[config.mk]
export PLATFORM = sky130hd
export DESIGN_NAME = crossbar_nxm_rr
export DESIGN_NICKNAME = d
export VERILOG_FILES = /design/src/rtl/crossbar_pkg.sv /design/src/rtl/crossbar_rr_arbiter.sv /design/src/rtl/crossbar_nxm_rr.sv
export SDC_FILE = /design/constraint.sdc
export NUM_CORES = 1
export LEC_CHECK = 0
export CAP_MARGIN = 15
export CORE_AREA = 2 2 270 272
export CTS_CLUSTER_DIAMETER = 100
export DETAILED_ROUTE_END_ITERATION = 16
export DIE_AREA = 0 0 272 274
export PLACE_DENSITY = 0.45
export REMOVE_ABC_BUFFERS = 1
export SLEW_MARGIN = 25
export SYNTH_ARGS = -nofsm -noshare
export SYNTH_HDL_FRONTEND = slang
export SYNTH_SLANG_ARGS = --single-unit
[constraint.sdc]
create_clock -name clk -period 2.75 [get_ports clk]
set_input_delay 0.6875 -clock clk [delete_from_list [all_inputs] [get_ports clk]]
set_output_delay 0.6875 -clock clk [all_outputs]
set_load 0.01 [all_outputs]
[src/rtl/crossbar_pkg.sv]
// Shared types, constants and width helpers for the N x M round-robin crossbar.
package crossbar_pkg;

  typedef enum logic [1:0] {
    IDLE  = 2'd0,
    GRANT = 2'd1,
    HOLD  = 2'd2
  } arb_state_t;

  localparam logic [31:0] DEFAULT_ERR_DATA = 32'hDEAD_BEEF;

  // Bits needed to index 0..count-1; never below one so degenerate sizes still elaborate.
  function automatic int width_of(input int count);
    return (count <= 2) ? 1 : $clog2(count);
  endfunction

  // Low bit of lane 'lane' inside a flattened bus of 'width'-bit lanes.
  function automatic int lane_lo(input int lane, input int width);
    return lane * width;
  endfunction

endpackage

[src/rtl/crossbar_rr_arbiter.sv]
// Per-slave round-robin arbiter: IDLE/GRANT/HOLD FSM, rr pointer, grant index
// and the unacked-cycle timer that produces the timeout completion.
module crossbar_rr_arbiter
  import crossbar_pkg::*;
#(
  parameter int N_MASTERS = 4,
  parameter int TIMEOUT   = 16,
  parameter int PTR_W     = width_of(N_MASTERS)
) (
  input  logic                 clk,
  input  logic                 reset,
  input  logic [N_MASTERS-1:0] cand,
  input  logic                 s_ack,
  output logic                 busy,
  output logic [PTR_W-1:0]     grant,
  output logic                 done_ok,
  output logic                 done_to
);

  localparam int TMR_W = width_of(TIMEOUT + 1);
  localparam logic [PTR_W-1:0] PTR_RESET = PTR_W'(N_MASTERS - 1);

  arb_state_t       state_reg, state_next;
  logic [PTR_W-1:0] ptr_reg, ptr_next;
  logic [PTR_W-1:0] grant_reg, grant_next;
  logic [TMR_W-1:0] timer_reg, timer_next;
  logic [PTR_W-1:0] winner;
  logic [PTR_W-1:0] probe;
  logic             found;
  logic             expired;

  generate
    if (TIMEOUT > 0) begin : g_timeout
      assign expired = (timer_reg == TMR_W'(TIMEOUT));
    end else begin : g_no_timeout
      assign expired = 1'b0;
    end
  endgenerate

  // Outputs depend only on registered state and s_ack, never on cand,
  // so the master-ack feedback into cand cannot form a combinational loop.
  assign busy    = (state_reg != IDLE);
  assign grant   = grant_reg;
  assign done_ok = busy && s_ack && !reset;
  assign done_to = busy && !s_ack && expired && !reset;

  // Search starts one past the last served master and wraps modulo N_MASTERS.
  always_comb begin
    winner = '0;
    found  = 1'b0;
    probe  = '0;
    for (int off = 1; off <= N_MASTERS; off++) begin
      probe = PTR_W'((int'(ptr_reg) + off) % N_MASTERS);
      if (!found && cand[probe]) begin
        found  = 1'b1;
        winner = probe;
      end
    end
  end

  always_comb begin
    state_next = state_reg;
    ptr_next   = ptr_reg;
    grant_next = grant_reg;
    timer_next = timer_reg;
    case (state_reg)
      IDLE: begin
        if (found) begin
          state_next = GRANT;
          grant_next = winner;
          timer_next = '0;
        end
      end
      GRANT, HOLD: begin
        if (s_ack || expired) begin
          state_next = IDLE;
          ptr_next   = grant_reg;
          timer_next = '0;
        end else begin
          state_next = HOLD;
          timer_next = timer_reg + 1'b1;
        end
      end
      default: state_next = IDLE;
    endcase
  end

  always_ff @(posedge clk) begin
    if (reset) begin
      state_reg <= IDLE;
      ptr_reg   <= PTR_RESET;
      grant_reg <= '0;
      timer_reg <= '0;
    end else begin
      state_reg <= state_next;
      ptr_reg   <= ptr_next;
      grant_reg <= grant_next;
      timer_reg <= timer_next;
    end
  end

endmodule

[src/rtl/crossbar_nxm_rr.sv]
// N-master x M-slave request/ack crossbar: address decode, per-slave round-robin
// arbiters, routing muxes, ack/rdata merge and the decode-error responder.
module crossbar_nxm_rr
  import crossbar_pkg::*;
#(
  parameter int N_MASTERS = 4,
  parameter int N_SLAVES  = 3,
  parameter int ADDR_W    = 32,
  parameter int DATA_W    = 32,
  parameter int SEL_W     = 2,
  parameter int TIMEOUT   = 16,
  parameter logic [DATA_W-1:0] ERR_DATA = DATA_W'(DEFAULT_ERR_DATA)
) (
  input  logic                          clk,
  input  logic                          reset,
  input  logic [N_MASTERS-1:0]          m_req,
  input  logic [N_MASTERS*ADDR_W-1:0]   m_addr,
  input  logic [N_MASTERS*DATA_W-1:0]   m_wdata,
  input  logic [N_MASTERS-1:0]          m_cmd,
  output logic [N_MASTERS-1:0]          m_ack,
  output logic [N_MASTERS-1:0]          m_err,
  output logic [N_MASTERS*DATA_W-1:0]   m_rdata,
  output logic [N_SLAVES-1:0]           s_req,
  output logic [N_SLAVES*ADDR_W-1:0]    s_addr,
  output logic [N_SLAVES*DATA_W-1:0]    s_wdata,
  output logic [N_SLAVES-1:0]           s_cmd,
  input  logic [N_SLAVES-1:0]           s_ack,
  input  logic [N_SLAVES*DATA_W-1:0]    s_rdata
);

  localparam int PTR_W = width_of(N_MASTERS);
  localparam logic [SEL_W:0] SLAVE_LIMIT = (SEL_W + 1)'(N_SLAVES);

  logic [ADDR_W-1:0]    addr_a  [N_MASTERS];
  logic [DATA_W-1:0]    wdata_a [N_MASTERS];
  logic [SEL_W-1:0]     sel_a   [N_MASTERS];
  logic [DATA_W-1:0]    rdata_v [N_MASTERS];
  logic [N_MASTERS-1:0] bad;
  logic [N_MASTERS-1:0] ack_v;
  logic [N_MASTERS-1:0] err_v;
  logic [N_MASTERS-1:0] err_pend_reg;
  logic [N_MASTERS-1:0] err_ack_reg;
  logic [N_MASTERS-1:0] cand  [N_SLAVES];
  logic [PTR_W-1:0]     grant [N_SLAVES];
  logic [N_SLAVES-1:0]  busy;
  logic [N_SLAVES-1:0]  done_ok;
  logic [N_SLAVES-1:0]  done_to;

  for (genvar gi = 0; gi < N_MASTERS; gi++) begin : g_master
    assign addr_a[gi]  = m_addr[lane_lo(gi, ADDR_W) +: ADDR_W];
    assign wdata_a[gi] = m_wdata[lane_lo(gi, DATA_W) +: DATA_W];
    assign sel_a[gi]   = addr_a[gi][ADDR_W-1 -: SEL_W];
    assign bad[gi]     = ({1'b0, sel_a[gi]} >= SLAVE_LIMIT);
    // Outputs are forced quiet while reset is high, so an aborted transfer never acks.
    assign m_ack[gi]   = ack_v[gi] & ~reset;
    assign m_err[gi]   = err_v[gi] & ~reset;
    assign m_rdata[lane_lo(gi, DATA_W) +: DATA_W] = reset ? '0 : rdata_v[gi];
  end

  // Two-stage error responder: pend after the first sampling edge, ack one cycle later.
  always_ff @(posedge clk) begin
    if (reset) begin
      err_pend_reg <= '0;
      err_ack_reg  <= '0;
    end else begin
      err_pend_reg <= m_req & bad & ~err_pend_reg & ~err_ack_reg;
      err_ack_reg  <= err_pend_reg;
    end
  end

  always_comb begin
    for (int i = 0; i < N_MASTERS; i++) begin
      ack_v[i]   = err_ack_reg[i];
      err_v[i]   = err_ack_reg[i];
      rdata_v[i] = err_ack_reg[i] ? ERR_DATA : '0;
      for (int s = 0; s < N_SLAVES; s++) begin
        if (grant[s] == PTR_W'(i)) begin
          if (done_ok[s]) begin
            ack_v[i]   = 1'b1;
            err_v[i]   = 1'b0;
            rdata_v[i] = s_rdata[s*DATA_W +: DATA_W];
          end else if (done_to[s]) begin
            ack_v[i]   = 1'b1;
            err_v[i]   = 1'b1;
            rdata_v[i] = ERR_DATA;
          end
        end
      end
    end
  end

  for (genvar gi = 0; gi < N_SLAVES; gi++) begin : g_slave
    for (genvar gj = 0; gj < N_MASTERS; gj++) begin : g_cand
      assign cand[gi][gj] = m_req[gj] && (sel_a[gj] == SEL_W'(gi)) && !ack_v[gj];
    end

    crossbar_rr_arbiter #(
      .N_MASTERS (N_MASTERS),
      .TIMEOUT   (TIMEOUT),
      .PTR_W     (PTR_W)
    ) u_arb (
      .clk     (clk),
      .reset   (reset),
      .cand    (cand[gi]),
      .s_ack   (s_ack[gi]),
      .busy    (busy[gi]),
      .grant   (grant[gi]),
      .done_ok (done_ok[gi]),
      .done_to (done_to[gi])
    );

    assign s_req[gi] = busy[gi] & ~reset;
    assign s_addr[lane_lo(gi, ADDR_W) +: ADDR_W]  = s_req[gi] ? addr_a[grant[gi]]  : '0;
    assign s_wdata[lane_lo(gi, DATA_W) +: DATA_W] = s_req[gi] ? wdata_a[grant[gi]] : '0;
    assign s_cmd[gi] = s_req[gi] & m_cmd[grant[gi]];
  end

endmodule

==> impl_metrics.csv <==
group,metric,value,unit
run_status,status,"finished with violations",
run_status,violations,"setup timing",
drt,viasPerCell,5.21,
clocking,cts.sinks,41,
timing,maxSlewViolCount,0,
yosys,synth-seq-cells,41,
worst_setup_path,critical_path_class,"register to primary output",
yosys,ys_seq_area_frac,0.0690,
die,die_w,272,µm
place,place_area,22600,µm²
drt,drt_wl_total,101000,µm
timing,max_freq,301,MHz
timing,hold_violations,0,
global_route,grt_max_degree,68,
yosys,ys_types,73,
pwr,peakVddDrop,0.000216,V
worst_setup_path,endpoint_kind,"primary output",
global_route,grt_pass1_wl,129000,µm
drt,num_vias,18237,
timing,tightest_slew,1170,ps
final_layout,drive_above_1_share,0.551,
global_route,grt_usage,0.232,
drt,routedWlPerCell,28.9,µm
timing,finClkSkew,7.24,ps
yosys,synthesis.area,11900,µm²
timing,slew_headroom,0.220,
worst_setup_path,crit_fanout,6,
clocking,clk-insertion-delay-late,290,ps
yosys,async_flop_share,0,
timing,fin_hold_ws,411,ps
flow_run,cap_violations,0,
timing,rsz0062_at_grt,"true",
min_path,hp-class,"register to register",
yosys,yosys_warnings,0,
clocking,cts_tree,"done",
clocking,max-clock-path-buffers,2,
worst_setup_path,critical_path.startpoint_type,"register",
yosys,synth_ff_type,"dfxtp_1",
clocking,hold_buffers,0,
clocking,htreeDepth,2,
final_layout,largest_reg_flops,15,
final_layout,area_growth,143,%
timing,period_needed,3320,ps
timing,tns,-64710,ps
global_route,gr-total-overflow,0,
yosys,synth_edf_count,0,
place,numPortBuffers,698,
final_layout,nets,2903,
global_route,antenna_found_initial,17,
clocking,cts_buffers,5,
die,core_region_area,72000,µm²
clocking,clock-root-buffer,"clkbuf_16",
clocking,clkTransAtPathRegs,70,ps
pwr,power_density,250,nW/µm²
drt,drtIter0Drc,1383,
drt,drc,0,
drt,ant_nets,0,
timing,post-route-worst-setup-slack,-570,ps
timing,finalSetupViolCount,254,
drt,drtPass1Iterations,6,
global_route,grt_pass1_vias,17466,
place,gp_congestion,0.946,
die,die_h,274,µm
die,die_area,74500,µm²
worst_setup_path,required,2060,ps
final_layout,fin_area,28900,µm²
die,rows,99,
yosys,synthCells,1348,
timing,fin_crit_sh,1.21,
pwr,power_leakage,0.0135,µW
worst_setup_path,critPathArrivalTime,2630,ps
die,start_util,0.165,
place,hpwl,68500,µm
final_layout,n_fill_cell,6923,
die,ios,699,
yosys,avgSynthCellArea,8.82,µm²
## Yosys cell counts (8+ instances only)
cell type | number | area (µm²)
ha_1 | 11 | 138
inv_1 | 32 | 120
o221a_2 | 24 | 270
clkbuf_1 | 83 | 312
or3_1 | 13 | 81.3
and2_1 | 200 | 1250
nor2b_1 | 11 | 68.8
mux2i_1 | 9 | 90.1
a211oi_1 | 42 | 315
nand2b_1 | 10 | 62.6
nor2_1 | 138 | 518
o32ai_1 | 42 | 368
nor3_1 | 33 | 165
a2111oi_0 | 36 | 315
a221o_1 | 12 | 120
nand4_1 | 11 | 68.8
a21oi_1 | 85 | 425
dfxtp_1 | 41 | 821
buf_2 | 43 | 215
o22ai_1 | 15 | 93.8
nand3_1 | 18 | 90.1
nand2_1 | 63 | 236
a32oi_1 | 8 | 70.1
nor3b_1 | 10 | 75.1
mux4_2 | 195 | 4390
o21ai_0 | 45 | 225
buf_1 | 14 | 52.6
## kinds of logic after synthesis
| kind of cell | after synthesis | synth area share |
|---|---|---|
| simple gates | 545 | 0.248 |
| compound gates | 358 | 0.222 |
| mux | 208 | 0.382 |
| buf+inv | 185 | 0.0670 |
| flops | 41 | 0.0690 |
| fa+ha+maj | 11 | 0.0116 |
## worst max-delay path, stage by stage, from the launching register on
cell and delay (ps):
dfxtp_2 340, inv_2 40, buf_6 110, ha_4 140, and4bb_4 230, buf_6 130, o211ai_4 190, nand2_2 100
a21o_1 200, buf_12 150, o21ai_4 210, buf_12 170, buf_4 120, a211oi_4 30, buf_2 160
## area by class of cell
cell class / instances / area, µm² / area share
flip-flops and latches: 41 / 857 / 0.0297
diodes: 11 / 27.5 / 0.000954
clock buffers: 6 / 139 / 0.00481
clock inverters: 2 / 13.8 / 0.000477
repair buffers: 1322 / 13700 / 0.475
multi-input cells: 1122 / 12800 / 0.443
inverters: 35 / 139 / 0.00481
well taps: 959 / 1200 / 0.0416
## cell usage in the layout (no fill, tap or decap), types with 47 or more instances in the layout
| master | count |
|---|---|
| buf_4 | 431 |
| clkdlybuf4s50_1 | 321 |
| mux4_2 | 195 |
| dlymetal6s2s_1 | 176 |
| and2_1 | 168 |
| buf_6 | 148 |
| nor2_1 | 111 |
| buf_2 | 86 |
| buf_12 | 78 |
| nand2_1 | 47 |
| a21oi_1 | 47 |
## worst paths after layout
path / startpoint / endpoint / slack [ps] / cells after the start
min reg2reg: err_pend_reg[2] / err_pend_reg[2] / 410 / 1
max reg2reg: g_slave[2].u_arb.timer_reg[1] / g_slave[2].u_arb.timer_reg[3] / -320 / 23
max: g_slave[2].u_arb.timer_reg[1] / m_rdata[71] / -570 / 14
min: err_pend_reg[2] / err_pend_reg[2] / 410 / 1
## stage by stage
step	power, µW	worst slack (ps)	utilization	std cells
3_5_place_dp	5190	-1490	0.314	3208
2_1_floorplan	2680	-2970	-	1198
3_3_place_gp	5180	-1580	0.314	3208
4_1_cts	6290	-560	0.354	3337
6_report	7210	-570	0.401	3498
5_1_grt	7540	-657	0.401	3493
## per-layer routing
metal  track usage  wire length, µm  share of wire
met1         0.297            41100           0.41
met4        0.0528             2790          0.028
met5             0               36        0.00036
met3        0.0366             6720          0.066
met2         0.409            50500           0.50
## timing repair
action	4_1_cts	5_1_grt
endpoints found under the hold margin	0	0
endpoints found under the setup margin	361	357
buffers inserted	118	153
resized for setup	933	759
cloned	14	22
pin swaps	121	98
## power by group
group | switching, µW | internal, µW | total (µW)
logic | 2680 | 3230 | 5910
clock network | 273 | 362 | 636
registers | 36.2 | 632 | 668
total | 2990 | 4220 | 7210
Power figures use the tool's default switching activity.
